**config.mk**
```make
export PLATFORM = sky130hd
export DESIGN_NAME = des_iter_decrypt
export DESIGN_NICKNAME = d
export VERILOG_FILES = /design/src/rtl/des_pkg.sv /design/src/rtl/des_round_f.sv /design/src/rtl/des_iter_decrypt.sv
export SDC_FILE = /design/constraint.sdc
export NUM_CORES = 1
export LEC_CHECK = 0
export CORE_MARGIN = 5
export CORE_UTILIZATION = 60
export CTS_CLUSTER_SIZE = 8
export DETAILED_ROUTE_END_ITERATION = 10
export PLACE_DENSITY = 0.87
export RECOVER_POWER = 50
export SYNTH_ARGS = -nofsm -noshare
export SYNTH_HDL_FRONTEND = slang
export SYNTH_SLANG_ARGS = --single-unit
export TNS_END_PERCENT = 10
```
**constraint.sdc**
```tcl
create_clock -name clk -period 13.6 [get_ports clk]
set_clock_uncertainty 0.2 [all_clocks]
set_input_delay 2.72 -clock clk [delete_from_list [all_inputs] [get_ports clk]]
set_output_delay 2.72 -clock clk [all_outputs]
set_load 0.01 [all_outputs]
```
**src/rtl/des_pkg.sv**
```systemverilog
// DES tables, decrypt key-rotate schedule and bit-permutation helpers.
// Bit numbering follows DES: [63] of a 64-bit vector is DES bit 1.
package des_pkg;

    typedef enum logic [1:0] {StIdle, StRound, StDone} state_e;

    localparam int unsigned IP_TBL [64] = '{
        58, 50, 42, 34, 26, 18, 10, 2, 60, 52, 44, 36, 28, 20, 12, 4,
        62, 54, 46, 38, 30, 22, 14, 6, 64, 56, 48, 40, 32, 24, 16, 8,
        57, 49, 41, 33, 25, 17, 9, 1, 59, 51, 43, 35, 27, 19, 11, 3,
        61, 53, 45, 37, 29, 21, 13, 5, 63, 55, 47, 39, 31, 23, 15, 7};

    localparam int unsigned FP_TBL [64] = '{
        40, 8, 48, 16, 56, 24, 64, 32, 39, 7, 47, 15, 55, 23, 63, 31,
        38, 6, 46, 14, 54, 22, 62, 30, 37, 5, 45, 13, 53, 21, 61, 29,
        36, 4, 44, 12, 52, 20, 60, 28, 35, 3, 43, 11, 51, 19, 59, 27,
        34, 2, 42, 10, 50, 18, 58, 26, 33, 1, 41, 9, 49, 17, 57, 25};

    localparam int unsigned E_TBL [48] = '{
        32, 1, 2, 3, 4, 5, 4, 5, 6, 7, 8, 9, 8, 9, 10, 11,
        12, 13, 12, 13, 14, 15, 16, 17, 16, 17, 18, 19, 20, 21, 20, 21,
        22, 23, 24, 25, 24, 25, 26, 27, 28, 29, 28, 29, 30, 31, 32, 1};

    localparam int unsigned P_TBL [32] = '{
        16, 7, 20, 21, 29, 12, 28, 17, 1, 15, 23, 26, 5, 18, 31, 10,
        2, 8, 24, 14, 32, 27, 3, 9, 19, 13, 30, 6, 22, 11, 4, 25};

    localparam int unsigned PC1_TBL [56] = '{
        57, 49, 41, 33, 25, 17, 9, 1, 58, 50, 42, 34, 26, 18,
        10, 2, 59, 51, 43, 35, 27, 19, 11, 3, 60, 52, 44, 36,
        63, 55, 47, 39, 31, 23, 15, 7, 62, 54, 46, 38, 30, 22,
        14, 6, 61, 53, 45, 37, 29, 21, 13, 5, 28, 20, 12, 4};

    localparam int unsigned PC2_TBL [48] = '{
        14, 17, 11, 24, 1, 5, 3, 28, 15, 6, 21, 10,
        23, 19, 12, 4, 26, 8, 16, 7, 27, 20, 13, 2,
        41, 52, 31, 37, 47, 55, 30, 40, 51, 45, 33, 48,
        44, 49, 39, 56, 34, 53, 46, 42, 50, 36, 29, 32};

    // Indexed by {row, col} = {b1, b6, b2..b5} of the 6-bit S-box input.
    localparam int unsigned SBOX [8][64] = '{
        '{14, 4, 13, 1, 2, 15, 11, 8, 3, 10, 6, 12, 5, 9, 0, 7,
          0, 15, 7, 4, 14, 2, 13, 1, 10, 6, 12, 11, 9, 5, 3, 8,
          4, 1, 14, 8, 13, 6, 2, 11, 15, 12, 9, 7, 3, 10, 5, 0,
          15, 12, 8, 2, 4, 9, 1, 7, 5, 11, 3, 14, 10, 0, 6, 13},
        '{15, 1, 8, 14, 6, 11, 3, 4, 9, 7, 2, 13, 12, 0, 5, 10,
          3, 13, 4, 7, 15, 2, 8, 14, 12, 0, 1, 10, 6, 9, 11, 5,
          0, 14, 7, 11, 10, 4, 13, 1, 5, 8, 12, 6, 9, 3, 2, 15,
          13, 8, 10, 1, 3, 15, 4, 2, 11, 6, 7, 12, 0, 5, 14, 9},
        '{10, 0, 9, 14, 6, 3, 15, 5, 1, 13, 12, 7, 11, 4, 2, 8,
          13, 7, 0, 9, 3, 4, 6, 10, 2, 8, 5, 14, 12, 11, 15, 1,
          13, 6, 4, 9, 8, 15, 3, 0, 11, 1, 2, 12, 5, 10, 14, 7,
          1, 10, 13, 0, 6, 9, 8, 7, 4, 15, 14, 3, 11, 5, 2, 12},
        '{7, 13, 14, 3, 0, 6, 9, 10, 1, 2, 8, 5, 11, 12, 4, 15,
          13, 8, 11, 5, 6, 15, 0, 3, 4, 7, 2, 12, 1, 10, 14, 9,
          10, 6, 9, 0, 12, 11, 7, 13, 15, 1, 3, 14, 5, 2, 8, 4,
          3, 15, 0, 6, 10, 1, 13, 8, 9, 4, 5, 11, 12, 7, 2, 14},
        '{2, 12, 4, 1, 7, 10, 11, 6, 8, 5, 3, 15, 13, 0, 14, 9,
          14, 11, 2, 12, 4, 7, 13, 1, 5, 0, 15, 10, 3, 9, 8, 6,
          4, 2, 1, 11, 10, 13, 7, 8, 15, 9, 12, 5, 6, 3, 0, 14,
          11, 8, 12, 7, 1, 14, 2, 13, 6, 15, 0, 9, 10, 4, 5, 3},
        '{12, 1, 10, 15, 9, 2, 6, 8, 0, 13, 3, 4, 14, 7, 5, 11,
          10, 15, 4, 2, 7, 12, 9, 5, 6, 1, 13, 14, 0, 11, 3, 8,
          9, 14, 15, 5, 2, 8, 12, 3, 7, 0, 4, 10, 1, 13, 11, 6,
          4, 3, 2, 12, 9, 5, 15, 10, 11, 14, 1, 7, 6, 0, 8, 13},
        '{4, 11, 2, 14, 15, 0, 8, 13, 3, 12, 9, 7, 5, 10, 6, 1,
          13, 0, 11, 7, 4, 9, 1, 10, 14, 3, 5, 12, 2, 15, 8, 6,
          1, 4, 11, 13, 12, 3, 7, 14, 10, 15, 6, 8, 0, 5, 9, 2,
          6, 11, 13, 8, 1, 4, 10, 7, 9, 5, 0, 15, 14, 2, 3, 12},
        '{13, 2, 8, 4, 6, 15, 11, 1, 10, 9, 3, 14, 5, 0, 12, 7,
          1, 15, 13, 8, 10, 3, 7, 4, 12, 5, 6, 11, 0, 14, 9, 2,
          7, 11, 4, 1, 9, 12, 14, 2, 0, 6, 10, 13, 15, 3, 5, 8,
          2, 1, 14, 7, 4, 10, 8, 13, 15, 12, 9, 0, 3, 5, 6, 11}};

    // Right-rotate applied to C/D after each decrypt round (K16 first); sums to 28.
    localparam int unsigned DEC_ROT [16] = '{1, 2, 2, 2, 2, 2, 2, 1, 2, 2, 2, 2, 2, 2, 1, 1};

    function automatic logic [63:0] ip_perm(input logic [63:0] x);
        logic [63:0] y;
        int src;
        y = '0;
        for (int i = 0; i < 64; i++) begin
            src = 64 - int'(IP_TBL[i]);
            y[63 - i] = x[src];
        end
        return y;
    endfunction

    function automatic logic [63:0] fp_perm(input logic [63:0] x);
        logic [63:0] y;
        int src;
        y = '0;
        for (int i = 0; i < 64; i++) begin
            src = 64 - int'(FP_TBL[i]);
            y[63 - i] = x[src];
        end
        return y;
    endfunction

    function automatic logic [55:0] pc1_perm(input logic [63:0] x);
        logic [55:0] y;
        int src;
        y = '0;
        for (int i = 0; i < 56; i++) begin
            src = 64 - int'(PC1_TBL[i]);
            y[55 - i] = x[src];
        end
        return y;
    endfunction

    function automatic logic [47:0] pc2_perm(input logic [55:0] x);
        logic [47:0] y;
        int src;
        y = '0;
        for (int i = 0; i < 48; i++) begin
            src = 56 - int'(PC2_TBL[i]);
            y[47 - i] = x[src];
        end
        return y;
    endfunction

    function automatic logic [47:0] e_expand(input logic [31:0] x);
        logic [47:0] y;
        int src;
        y = '0;
        for (int i = 0; i < 48; i++) begin
            src = 32 - int'(E_TBL[i]);
            y[47 - i] = x[src];
        end
        return y;
    endfunction

    function automatic logic [31:0] p_perm(input logic [31:0] x);
        logic [31:0] y;
        int src;
        y = '0;
        for (int i = 0; i < 32; i++) begin
            src = 32 - int'(P_TBL[i]);
            y[31 - i] = x[src];
        end
        return y;
    endfunction

    function automatic logic [3:0] sbox_lookup(input int s, input logic [5:0] six);
        logic [5:0] idx;
        idx = {six[5], six[0], six[4:1]};
        return 4'(SBOX[s][idx]);
    endfunction

    function automatic logic [27:0] rotr28(input logic [27:0] x, input logic [1:0] amt);
        logic [27:0] y;
        case (amt)
            2'd1:    y = {x[0], x[27:1]};
            2'd2:    y = {x[1:0], x[27:2]};
            default: y = x;
        endcase
        return y;
    endfunction

endpackage

```
**src/rtl/des_round_f.sv**
```systemverilog
// DES round function f(R, K): expand, key mix, S-box substitution, P permutation.
module des_round_f
    import des_pkg::*;
(
    input  logic [31:0] i_r,
    input  logic [47:0] i_k,
    output logic [31:0] o_f
);

    logic [47:0] w_x;
    logic [31:0] w_s;

    assign w_x = e_expand(i_r) ^ i_k;

    always_comb begin
        w_s = '0;
        for (int s = 0; s < 8; s++) begin
            w_s[31 - 4 * s -: 4] = sbox_lookup(s, w_x[47 - 6 * s -: 6]);
        end
    end

    assign o_f = p_perm(w_s);

endmodule

```
**src/rtl/des_iter_decrypt.sv**
```systemverilog
// Iterative DES decryption core: ROUNDS_PER_CLK chained rounds per clock, subkeys K16..K1
// generated on the fly by right-rotating C/D, valid/ready on both sides.
module des_iter_decrypt
    import des_pkg::*;
#(
    parameter int unsigned ROUNDS_PER_CLK = 1
) (
    input  logic        clk,
    input  logic        rst,
    input  logic        in_valid,
    output logic        in_ready,
    input  logic [63:0] cipher,
    input  logic [63:0] key,
    output logic        out_valid,
    input  logic        out_ready,
    output logic [63:0] plain,
    output logic        busy
);

    if (!(ROUNDS_PER_CLK == 1 || ROUNDS_PER_CLK == 2 || ROUNDS_PER_CLK == 4 ||
          ROUNDS_PER_CLK == 8 || ROUNDS_PER_CLK == 16)) begin : g_bad_rpc
        $error("des_iter_decrypt: ROUNDS_PER_CLK must be 1, 2, 4, 8 or 16");
    end

    // Counter wraps modulo 16, so a step of 16 is 0 and the single clock is also the last.
    localparam logic [3:0] CNT_STEP = 4'(ROUNDS_PER_CLK % 16);
    localparam logic [3:0] CNT_LAST = 4'(16 - ROUNDS_PER_CLK);

    state_e      r_state;
    logic        r_in_ready;
    logic        r_out_valid;
    logic        r_busy;
    logic [63:0] r_plain;
    logic [3:0]  r_cnt;
    logic [31:0] r_left;
    logic [31:0] r_right;
    logic [27:0] r_c;
    logic [27:0] r_d;

    logic [31:0] w_left_out;
    logic [31:0] w_right_out;
    logic [55:0] w_cd_out;

    for (genvar g = 0; g < ROUNDS_PER_CLK; g++) begin : g_round
        logic [31:0] w_l_in;
        logic [31:0] w_r_in;
        logic [55:0] w_cd_in;
        logic [47:0] w_k;
        logic [1:0]  w_amt;
        logic [31:0] w_f;
        logic [31:0] w_l_out;
        logic [31:0] w_r_out;
        logic [55:0] w_cd_out;

        if (g == 0) begin : g_first
            assign w_l_in  = r_left;
            assign w_r_in  = r_right;
            assign w_cd_in = {r_c, r_d};
        end else begin : g_next
            assign w_l_in  = g_round[g-1].w_l_out;
            assign w_r_in  = g_round[g-1].w_r_out;
            assign w_cd_in = g_round[g-1].w_cd_out;
        end

        assign w_k   = pc2_perm(w_cd_in);
        assign w_amt = 2'(DEC_ROT[r_cnt + 4'(g)]);

        des_round_f u_round_f (
            .i_r (w_r_in),
            .i_k (w_k),
            .o_f (w_f)
        );

        assign w_l_out  = w_r_in;
        assign w_r_out  = w_l_in ^ w_f;
        assign w_cd_out = {rotr28(w_cd_in[55:28], w_amt), rotr28(w_cd_in[27:0], w_amt)};
    end

    assign w_left_out  = g_round[ROUNDS_PER_CLK-1].w_l_out;
    assign w_right_out = g_round[ROUNDS_PER_CLK-1].w_r_out;
    assign w_cd_out    = g_round[ROUNDS_PER_CLK-1].w_cd_out;

    always_ff @(posedge clk or posedge rst) begin
        if (rst) begin
            r_state     <= StIdle;
            r_in_ready  <= 1'b0;
            r_out_valid <= 1'b0;
            r_busy      <= 1'b0;
            r_plain     <= '0;
            r_cnt       <= '0;
            r_left      <= '0;
            r_right     <= '0;
            r_c         <= '0;
            r_d         <= '0;
        end else begin
            unique case (r_state)
                StIdle: begin
                    r_in_ready <= 1'b1;
                    if (in_valid && r_in_ready) begin
                        {r_left, r_right} <= ip_perm(cipher);
                        {r_c, r_d}        <= pc1_perm(key);
                        r_cnt             <= '0;
                        r_in_ready        <= 1'b0;
                        r_busy            <= 1'b1;
                        r_state           <= StRound;
                    end
                end
                StRound: begin
                    r_left     <= w_left_out;
                    r_right    <= w_right_out;
                    {r_c, r_d} <= w_cd_out;
                    r_cnt      <= r_cnt + CNT_STEP;
                    if (r_cnt == CNT_LAST) begin
                        // Final swap is undone by presenting {R, L} to FP.
                        r_plain     <= fp_perm({w_right_out, w_left_out});
                        r_out_valid <= 1'b1;
                        r_state     <= StDone;
                    end
                end
                StDone: begin
                    if (out_ready) begin
                        r_out_valid <= 1'b0;
                        r_busy      <= 1'b0;
                        r_in_ready  <= 1'b1;
                        r_state     <= StIdle;
                    end
                end
                default: r_state <= StIdle;
            endcase
        end
    end

    assign in_ready  = r_in_ready;
    assign out_valid = r_out_valid;
    assign plain     = r_plain;
    assign busy      = r_busy;

endmodule

```
### Yosys cells after proc, flatten, opt, wreduce, memory -nomap -nowiden

Memory sizes are Yosys's and may differ from the RTL's.
Cells that the tools add are included.

* latch bits: 0
* output and inout port bits: 67
* memories kept: 9
* word-level logic and storage cells: 103
* register bits: 193
* ROM bits: 16896
* RAM bits: 0
* input bits: 132

Memories
* (no name shown): depth 64, width 32, read ports 1, clocked after Yosys merged registers in 0, write ports 0, RTL line des_pkg.sv:147 `return 4'(SBOX[s][idx]);`
* (no name shown): depth 64, width 32, read ports 1, clocked after Yosys merged registers in 0, write ports 0, RTL line des_pkg.sv:147
* (no name shown): depth 64, width 32, read ports 1, clocked after Yosys merged registers in 0, write ports 0, RTL line des_pkg.sv:147
* (no name shown): depth 64, width 32, read ports 1, clocked after Yosys merged registers in 0, write ports 0, RTL line des_pkg.sv:147
* (no name shown): depth 64, width 32, read ports 1, clocked after Yosys merged registers in 0, write ports 0, RTL line des_pkg.sv:147
* (no name shown): depth 64, width 32, read ports 1, clocked after Yosys merged registers in 0, write ports 0, RTL line des_pkg.sv:147
* 3 more memories

* reduce and logical (&&, ||, !) cells: 12
* mux-type cells: 42
* divide/modulo/power cells: 0
* multiply operators: 0
* order comparisons: 9
* add/sub/neg operators: 1
* shifts and indexed selects: 0
* equality and inequality tests: 9
* bitwise operators: 11

Operator list (number)
* $pmux 28 s2: 4
* $pmux 32 s2: 2
* $mux 4: 17
* $mux 32: 2
* $ge 7x7->1 const B: 8
* $mux 28: 2
* $not 6->7: 8
* $xor 48x48->48: 1
* $xor 32x32->32: 1
* $reduce_and 3->1: 4
* $mux 2: 5
* $pmux 4 s2: 1
* $ne 2x2->1 const B: 3
* $pmux 1 s2: 3
* $pmux 2 s3: 1
* $reduce_and 2->1: 3
* $reduce_bool 2->1: 3
* $ge 5x5->1 const B: 1
* $mux 1: 5
* $not 4->5: 1
* $add 4x1->4 const B: 1
* $eq 2x1->1 const B: 2
* $eq 2x2->1 const B: 2
* $eq 4x4->1 const B: 1
* other kinds (3): 3

### Logic depth before layout (Yosys ltp)

Gate-level depths: netlist of the first run.

* depth after elaboration: 7
* depth in mapped cells: 12
* depth with buffers taken out: 10

### Hierarchy

From an unflattened synthesis of the first run, not the netlist that was laid out.

* cells, all modules: 1717
* area, all modules: 15441.1 µm²

By module, submodules not included
* des_iter_decrypt: area an instance 10197.3 µm², times used 1, seq. area each 4829.6 µm², cells each 1018
* des_round_f: area an instance 5243.8 µm², times used 1, seq. area each 0.0 µm², cells each 699

### Worst setup path before layout of the first run

Ideal clock, no wire load.

* kind: input -> register
* from: input in_valid
* to: register r_c[27]
* setup time: 83 ps
* arrival: 3903 ps
* buffers on the path: 3
* stages: 8
* path slack: 9414 ps
* cell sequence: and3_1 -> clkbuf_1 -> clkbuf_1 -> clkbuf_1 -> nand2_1 -> a21oi_1 -> a21oi_1 -> o21ai_0

* cells in the longest elaborated chain, start to end: 3

RTL lines
* start, declared: RTL line des_iter_decrypt.sv:10 `input logic in_valid,`
* $logic_and 1x1->1: RTL line des_iter_decrypt.sv:99 `if (in_valid && r_in_ready) begin`
* $ne 2x2->1 (no source line)
* $reduce_and 3->1 (no source line)
* end signal, assigned: RTL line des_iter_decrypt.sv:101 `{r_c, r_d} <= pc1_perm(key);`
* end signal, assigned: RTL line des_iter_decrypt.sv:111 `{r_c, r_d} <= w_cd_out;`
* end, declared: RTL line des_iter_decrypt.sv:37 `logic [27:0] r_c;`

No other way between the ends.
A chain may end at the register's enable or synchronous reset.

### Worst setup path in the final report of the first run

* from: register r_state[1]
* to: register r_plain[26] (netlist: plain[26])

* cells in the longest elaborated chain, start to end: 2

RTL lines
* start, declared: RTL line des_iter_decrypt.sv:29 `state_e r_state;`
* start signal, assigned: RTL line des_iter_decrypt.sv:85 `r_state <= StIdle;`
* start signal, assigned: RTL line des_iter_decrypt.sv:105 `r_state <= StRound;`
* start signal, assigned: RTL line des_iter_decrypt.sv:117 `r_state <= StDone;`
* $eq 2x1->1: RTL line des_iter_decrypt.sv:96 `unique case (r_state)`
* $reduce_and 2->1 (no source line)
* end signal, assigned: RTL line des_iter_decrypt.sv:115 `r_plain <= fp_perm({w_right_out, w_left_out});`
* end, declared: RTL line des_iter_decrypt.sv:33 `logic [63:0] r_plain;`

No other way between the ends.

==> results.json, run 1 <==
{
  "drv_cap": 4,
  "synth-seq-cells": 193,
  "layout-drive-gt1-share_pct": 6.107,
  "die_y_um": 166.8,
  "finalMaxSlewViolations": 338,
  "start_util_pct": 60.83,
  "area_delta_synth_final_pct": 16.05,
  "dr_wl_met2_um": 21510,
  "relSlewSlack_pct": -272.4,
  "synth_flop_cell": "dfrtp_1",
  "synthArstFlopShare_pct": 100.0,
  "yosysWarnings": 0,
  "cts.clk_slew.worst_paths_ns": 0.07,
  "num_antenna_cells": 0,
  "violations": "max-capacitance violations, max-slew violations",
  "syn-num-nets": 1995,
  "r2r.worst_path.cells": 3,
  "antenna_found_initial": 0,
  "num_vias": 13920,
  "setup_violations": 0,
  "final_cells": 2207,
  "min_period_ns": 8.088,
  "clockBufferDepth": 2,
  "rsz0062_at_grt": "false",
  "wl_per_cell_um": 20.08,
  "status": "finished, violations left",
  "clock.fmax_mhz": 123.6,
  "synth_common_cells": "420 x nand2_1, 193 x dfrtp_1, 157 x a21oi_1",
  "netlist_area_um2": 14750,
  "drt_iter0_markers": 1674,
  "gr-total-overflow": 0,
  "gp_congestion": 0.9637,
  "min-delay-path-class": "reg -> reg",
  "die_area_um2": 27820,
  "cp_data_arrival_time_ns": 7.96,
  "setup_tns_ns": 0,
  "cts_setup_buffers": 0,
  "worstPathMaxFanout": 98,
  "synthDistinctLibCells": 70,
  "cts_num_sinks": 193,
  "grt_max_degree": 118,
  "cts_max_level": 4,
  "cts_root_buf": "clkbuf_16",
  "grt_first_pass_wirelength_um": 71200,
  "cts_made_buffers": 17,
  "end_kind": "register",
  "die_w_um": 166.8,
  "drt-pass1-iter-count": 7,
  "synth-seq-area-share_pct": 32.74,
  "ctsResizeCount": 0,
  "setup_ws_ns": 5.512,
  "cts_tree": "done",
  "synthTopCellsByArea": "dfrtp_1 33%, nand2_1 11%, mux2i_1 5.5%",
  "portBuffers": 190,
  "routed_via_density": 6.305,
  "yosysMostFrequentCell": "nand2_1",
  "num_io_pins": 199,
  "worstSetupPathType": "reg -> reg",
  "yosys.area.top_type": "dfrtp_1",
  "highest_layer": "met4",
  "cp_cell_sequence": "nand2b_1 > or2_0 > o21ai_0",
  "grt_pass1_vias": 13180,
  "met1_length_um": 17820,
  "hold_buffers": 0,
  "required_ns": 13.48,
  "critPathSlowestCell": "or2_0",
  "dpl.cell_count": 2177,
  "crit_path_start_kind": "register",
  "routed-wl-met3_um": 3443,
  "dp_hpwl_um": 30490,
  "synthCells": 1799,
  "grt_usage_pct": 31.05,
  "syn_avg_cell_area_um2": 8.199,
  "hold_depth": 2,
  "drtAntennaViolNets": 0,
  "worstMarginPinSlew_ns": 5.586,
  "synth_top_cell_area_share_pct": 32.74,
  "insertion_delay_ns": 0.44,
  "core.rowCount": 57,
  "critPathMaxStageDelay_ns": 4.06,
  "post-route-drc-count": 0,
  "fin_crit_sh_pct": 59.47,
  "core_area_um2": 24250,
  "hold_viol_final": 0,
  "wl_um": 44320,
  "final_nets": 2068,
  "place_ws_ns": 8.203,
  "synth_edf_count": 0
}
-- worst paths after layout --
check,from,slack (ns),to
setup / recovery,r_state[1],5.51,plain[26]
hold / removal,plain[23],0.28,plain[23]
setup reg to reg,r_state[1],5.51,plain[26]
hold reg to reg,plain[23],0.28,plain[23]
max in group asynchronous,rst,6.49,plain[60]
min in group asynchronous,rst,4.11,plain[24]
-- flip-flops by register name (all words and copies together) (netlist names) --
register and cells:
r_state 2, r_cnt 4, plain 64, r_c 28, in_ready 1, out_valid 1
g_round.w_l_in 32, busy 1, g_round.w_l_out 32, r_d 28
-- cells in the final DEF (no fill, tap or decap), types with 5 or more instances in the layout --
| cell type | netlist | layout |
|---|---|---|
| a2111oi_0 | 9 | 9 |
| a211o_1 | 5 | 5 |
| a211oi_1 | 19 | 19 |
| a21oi_1 | 157 | 157 |
| a221oi_1 | 5 | 5 |
| a22oi_1 | 16 | 16 |
| a311oi_1 | 5 | 5 |
| a31oi_1 | 39 | 39 |
| and3_1 | 35 | 34 |
| buf_4 | 4 | 20 |
| clkbuf_16 | 0 | 17 |
| clkdlybuf4s50_1 | 0 | 181 |
| dfrtp_1 | 193 | 193 |
| dlygate4sd3_1 | 0 | 9 |
| ha_1 | 64 | 64 |
| inv_1 | 35 | 34 |
| inv_2 | 7 | 7 |
| mux2i_1 | 81 | 81 |
| mux4_2 | 23 | 23 |
| nand2_1 | 420 | 420 |
| nand2b_1 | 5 | 5 |
| nand3_1 | 33 | 33 |
| nor2_1 | 91 | 90 |
| nor3_1 | 27 | 27 |
| o2111ai_1 | 12 | 12 |
| o211a_1 | 5 | 5 |
| o211ai_1 | 28 | 28 |
| o21ai_0 | 110 | 125 |
| o21ai_1 | 21 | 6 |
| o31ai_1 | 7 | 7 |
| xnor2_1 | 70 | 70 |
| xnor2_2 | 7 | 7 |
| xor2_1 | 42 | 42 |
| xor2_2 | 14 | 14 |
-- final cells by class --
class	instances	area (um^2)
clock buffers	19	452.9
clock inverters	11	177.7
fillers	1864	7131
inverters	44	168.9
multi-input cells	1406	9031
flip-flops and latches	193	4830
well taps	324	405.4
repair buffers	210	2052
-- kinds of logic (layout without fill, tap and decap cells) --
kind of cell / Yosys count / in the layout / share of synthesized area (%)
xor gates and xnor gates: 135 / 135 / 9.339
adders and majority gates: 64 / 64 / 5.429
muxes: 108 / 108 / 9.416
buffers and inverters: 200 / 284 / 6.107
and+or+nand+nor: 624 / 624 / 17.30
DFF: 193 / 193 / 32.74
AOI/OAI and AO/OA: 475 / 475 / 19.66
-- metrics by stage --
step	hold slack, ns	util, %	cell area (um^2)
2_1_floorplan	0.3018	-	14750
3_3_place_gp	0.2595	68.11	16520
3_5_place_dp	0.2625	68.11	16520
4_1_cts	0.2810	70.71	17150
5_1_grt	0.3020	70.59	17120
6_report	0.2813	70.59	17120
-- routing by layer --
metal / up-vias / track usage (%)
met3: 102 / 5.499
met2: 705 / 51.34
met1: 6722 / 41.50
met5: - / 0
met4: 0 / 10.78
li1: 6387 / -
-- critical path: cells and delay by family (launching register included) --
| kind | cells | cell delay [ns] |
|---|---|---|
| AOI/OAI and AO/OA | 1 | 0.61 |
| DFF | 1 | 0.99 |
| and+or+nand+nor | 2 | 5.88 |
Power of run 1 is left out: the tool's default activity adds up to more than one toggle a clock period on the data nets, which glitch-free logic cannot reach.
==> inputs of run 2 (changes only) <==
CORE_UTILIZATION = 51   (was 60)
PLACE_DENSITY = 0.79   (was 0.87)
clock period = 7 ns   (was 13.6 ns; I/O delays follow)
==> run 2 against run 1 <==
Against the previous run: the run still ends with max-capacitance violations, max-slew violations left; final cell count increased by 3.1%; via count fell by 1.5%; utilization fell by 11 points; fmax is 60% higher; worst hold slack got worse by 0.0061 ns; global-route usage down 4.3 points.
==> results.json, run 2 (same netlist as run 1, synthesis figures left out) <==
{
  "hold_viol_final": 0,
  "insertion_delay_ns": 0.45,
  "mostFrequentLayoutCells": "420 x nand2_1, 193 x dfrtp_1, 157 x a21oi_1",
  "end_kind": "register",
  "drv_cap": 3,
  "fill_cells": 2434,
  "portBuffers": 190,
  "grt_usage_pct": 26.71,
  "antenna_found_initial": 0,
  "wl_per_cell_um": 19.60,
  "final_nets": 2074,
  "r2r.worst_path.cells": 7,
  "worstPathMaxFanout": 88,
  "final_area_um2": 17160,
  "largest_reg_flops": 64,
  "cts_max_level": 4,
  "finalMaxSlewViolations": 162,
  "num_io_pins": 199,
  "post-route-drc-count": 0,
  "routed_via_density": 6.027,
  "gp_congestion": 0.9472,
  "die_w_um": 180.1,
  "cts_setup_buffers": 0,
  "layout-drive-gt1-share_pct": 6.399,
  "multiInputGateArea_um2": 9029,
  "min_period_ns": 5.051,
  "dpl.cell_count": 2243,
  "core.rowCount": 62,
  "cts_num_sinks": 193,
  "cts_made_buffers": 17,
  "grt_pass1_vias": 13230,
  "relSlewSlack_pct": -135.7,
  "min-delay-path-class": "reg -> reg",
  "num_vias": 13710,
  "dp_hpwl_um": 31070,
  "drtAntennaViolNets": 0,
  "clock.fmax_mhz": 198.0,
  "crit_path_start_kind": "register",
  "fin_crit_sh_pct": 72.16,
  "drt_iter0_markers": 1525,
  "required_ns": 7.11,
  "setup_tns_ns": 0,
  "hold_buffers": 0,
  "wl_um": 44600,
  "cts_tree": "done",
  "num_antenna_cells": 0,
  "rsz0062_at_grt": "false",
  "placed_area_um2": 16640,
  "final_cells": 2275,
  "clockBufferDepth": 2,
  "core_area_um2": 28630,
  "area_delta_synth_final_pct": 16.36,
  "grt_max_degree": 118,
  "status": "finished, violations left",
  "gr-total-overflow": 0,
  "cts_root_buf": "clkbuf_16",
  "hold_depth": 2,
  "cts.clk_slew.worst_paths_ns": 0.08,
  "cp_data_arrival_time_ns": 5.17,
  "worstSetupPathType": "reg -> reg",
  "ctsResizeCount": 0,
  "final_common_cell": "nand2_1",
  "start_util_pct": 51.53,
  "die_area_um2": 32420,
  "violations": "max-capacitance violations, max-slew violations",
  "grt_first_pass_wirelength_um": 71840,
  "drt-pass1-iter-count": 7,
  "worstMarginPinSlew_ns": 3.516,
  "setup_violations": 0,
  "regArea_um2": 4830,
  "die_y_um": 180.1
}
[run 2: changes by cell type in the layout (fill, tap and decap cells not counted), moves of 5 or more]
| cell | change |
|---|---|
| buf_4 | +5 |
| clkdlybuf4s50_1 | -60 |
| dlygate4sd3_1 | +60 |
| o21ai_0 | -15 |
| o21ai_1 | +15 |
[run 2: area by class of cell]
cell class | count | area share [%]
clock buffer | 19 | 2.581
clock inverter | 13 | 0.6998
inverter | 44 | 0.9841
multi-input combinational | 1406 | 52.60
sequential | 193 | 28.14
tap | 384 | 2.799
timing repair buffer | 216 | 12.20
[run 2: layer usage]
layer  wire [um]  share of wire, %  vias up  global-route usage [%]
met2       21400                48      581                   44.16
met4        1721               3.9        0                   9.861
li1            -                 -     6401                       -
met3        2942               6.6       96                   3.573
met1       18540                42     6634                   36.13
met5           0                 0        -                       0
[run 2: worst paths after layout]
kind | start | to | slack (ns)
max in group asynchronous | rst | plain[26] | 2.36
min in group asynchronous | rst | r_cnt[3] | 2.25
min reg2reg | plain[47] | plain[47] | 0.28
max reg2reg | r_state[1] | plain[48] | 1.95
max | r_state[1] | plain[48] | 1.95
min | plain[47] | plain[47] | 0.28
[run 2: worst max-delay path: stages, from the launching register on]
cell      delay, ns
dfrtp_1        0.98
clkbuf_1       1.03
nand2b_1       1.16
or2_4          0.37
buf_4          0.73
nor2_1         0.11
a22oi_1        0.20
o211ai_1       0.11
[run 2: stage by stage]
stage          util (%)  setup slack, ns  hold slack (ns)
2_1_floorplan         -           0.1445           0.3018
3_3_place_gp      58.12            2.917           0.2603
3_5_place_dp      58.12            2.899           0.2632
4_1_cts           60.08            3.339           0.2853
5_1_grt           59.96            1.662           0.2888
6_report          59.96            1.949           0.2752
Power of run 2 is left out for the same reason.
==> inputs of run 3 (changes only) <==
CORE_UTILIZATION = 57   (was 51)
PLACE_DENSITY = 0.83   (was 0.79)
clock period = 4.68 ns   (was 7 ns; I/O delays follow)
==> run 3 against run 2 <==
Against the previous run: highest routed layer unchanged; first-iteration DRC count down 1.4%; die area down 10%; the flow still finishes with violations (max-capacitance violations, max-slew violations); flip-flop and latch count unchanged; worst hold slack worse by 0.0026 ns; worst setup slack worse by 1.1 ns; largest cell class unchanged; routed wire length up 0.65%; non-clock buffer count up 12.
==> results.json, run 3 (same netlist as run 1, synthesis figures left out) <==
{
  "layout-drive-gt1-share_pct": 7.094,
  "gp_congestion": 0.9461,
  "largest_reg_flops": 64,
  "core.rowCount": 58,
  "relSlewSlack_pct": -32.99,
  "mostFrequentLayoutCells": "420 x nand2_1, 193 x dfrtp_1, 159 x clkdlybuf4s50_1",
  "cts_root_buf": "clkbuf_16",
  "antenna_found_initial": 0,
  "cts_made_buffers": 17,
  "drt-pass1-iter-count": 8,
  "wl_per_cell_um": 20.10,
  "fin_crit_sh_pct": 82.67,
  "grt_max_degree": 119,
  "final_common_cell": "nand2_1",
  "place_ws_ns": 1.173,
  "hold_buffers": 0,
  "finalMaxSlewViolations": 88,
  "status": "finished, violations left",
  "core_area_um2": 25330,
  "grt_usage_pct": 30.33,
  "worstPathMaxFanout": 63,
  "min-delay-path-class": "reg -> reg",
  "setup_violations": 0,
  "end_kind": "register",
  "grt_pass1_vias": 13160,
  "crit_path_start_kind": "primary input",
  "die_y_um": 170.9,
  "dp_hpwl_um": 31140,
  "clock.fmax_mhz": 258.5,
  "drtAntennaViolNets": 0,
  "worstSetupPathType": "in -> reg",
  "portBuffers": 190,
  "num_antenna_cells": 0,
  "min_period_ns": 3.869,
  "startpoint": "in_valid",
  "num_io_pins": 199,
  "cp_data_arrival_time_ns": 3.95,
  "r2r_start": "r_state[0]",
  "start_util_pct": 58.24,
  "grt.met1_usage_pct": 41.75,
  "grt_first_pass_wirelength_um": 71540,
  "top_usage_layer": "met2",
  "gr-total-overflow": 0,
  "setup_ws_ns": 0.8109,
  "num_vias": 13790,
  "met3_usage_pct": 4.690,
  "drv_cap": 2,
  "post-route-drc-count": 0,
  "final_area_um2": 17260,
  "r2r.worst_path.cells": 7,
  "setup_tns_ns": 0,
  "cts_setup_buffers": 0,
  "required_ns": 4.76,
  "cts_num_sinks": 193,
  "insertion_delay_ns": 0.45,
  "cts_max_level": 4,
  "final_nets": 2086,
  "violations": "max-capacitance violations, max-slew violations",
  "grt_util_met2_pct": 47.40,
  "die_area_um2": 29190,
  "hold_depth": 2,
  "placed_area_um2": 16700,
  "cts.clk_slew.worst_paths_ns": 0.08,
  "hp-start": "busy",
  "hold_viol_final": 0,
  "wl_um": 44890,
  "ctsResizeCount": 0,
  "routed_via_density": 6.177,
  "drt_iter0_markers": 1504,
  "die_w_um": 170.9,
  "rsz0062_at_grt": "false",
  "worstMarginPinSlew_ns": 1.989,
  "cts_tree": "done",
  "clockBufferDepth": 2,
  "area_delta_synth_final_pct": 16.99
}
==> run 3: cell types whose count changed in the layout (fill, tap and decap cells not counted), sizes merged <==
cell,change
clkbuf,+2
clkinvlp,-2
buf,+9
bufinv,+1
clkdlybuf4s50,+38
clkinv,-1
inv,+3
dlygate4sd3,-38
==> run 3: final timing paths <==
check / slack (ns) / end
worst max-delay path: 0.81 / r_d[6]
worst min-delay path: 0.27 / busy
worst max register to register: 0.84 / r_d[6]
worst min register to register: 0.27 / busy
max in group asynchronous: 1.20 / g_round[0].w_l_out[9]
min in group asynchronous: 1.23 / r_c[16]
==> run 3: critical path, stage by stage <==
cell	delay, ns
clkdlybuf4s50_1	0.47
nand3_1	1.34
buf_12	0.71
nand2_1	0.12
a21oi_1	0.06
a21oi_1	0.14
o21ai_0	0.10
==> run 3: per-stage QoR <==
step / hold WS [ns] / std cells / utilization [%]
floorplan: 0.3018 / 1799 / -
global placement: 0.2592 / 2201 / 65.96
detailed placement: 0.2614 / 2201 / 65.96
CTS: 0.2787 / 2233 / 68.34
global route: 0.2995 / 2233 / 68.14
finish: 0.2727 / 2233 / 68.14
==> run 3: layout make-up <==
cell class	instances	area, um^2
Fill cell	2026	8070
Clock buffer	18	439.2
Sequential cell	193	4830
Clock inverter	14	165.2
Inverter	44	168.9
Timing Repair Buffer	228	2200
Multi-Input combinational cell	1406	9041
Tap cell	330	412.9
==> run 3: layer usage <==
metal,part of all wire [%],vias up
met3,7.7,109
li1,-,6426
met5,0,-
met1,42,6611
met2,46,648
met4,5.0,0
Power of run 3 is left out for the same reason.
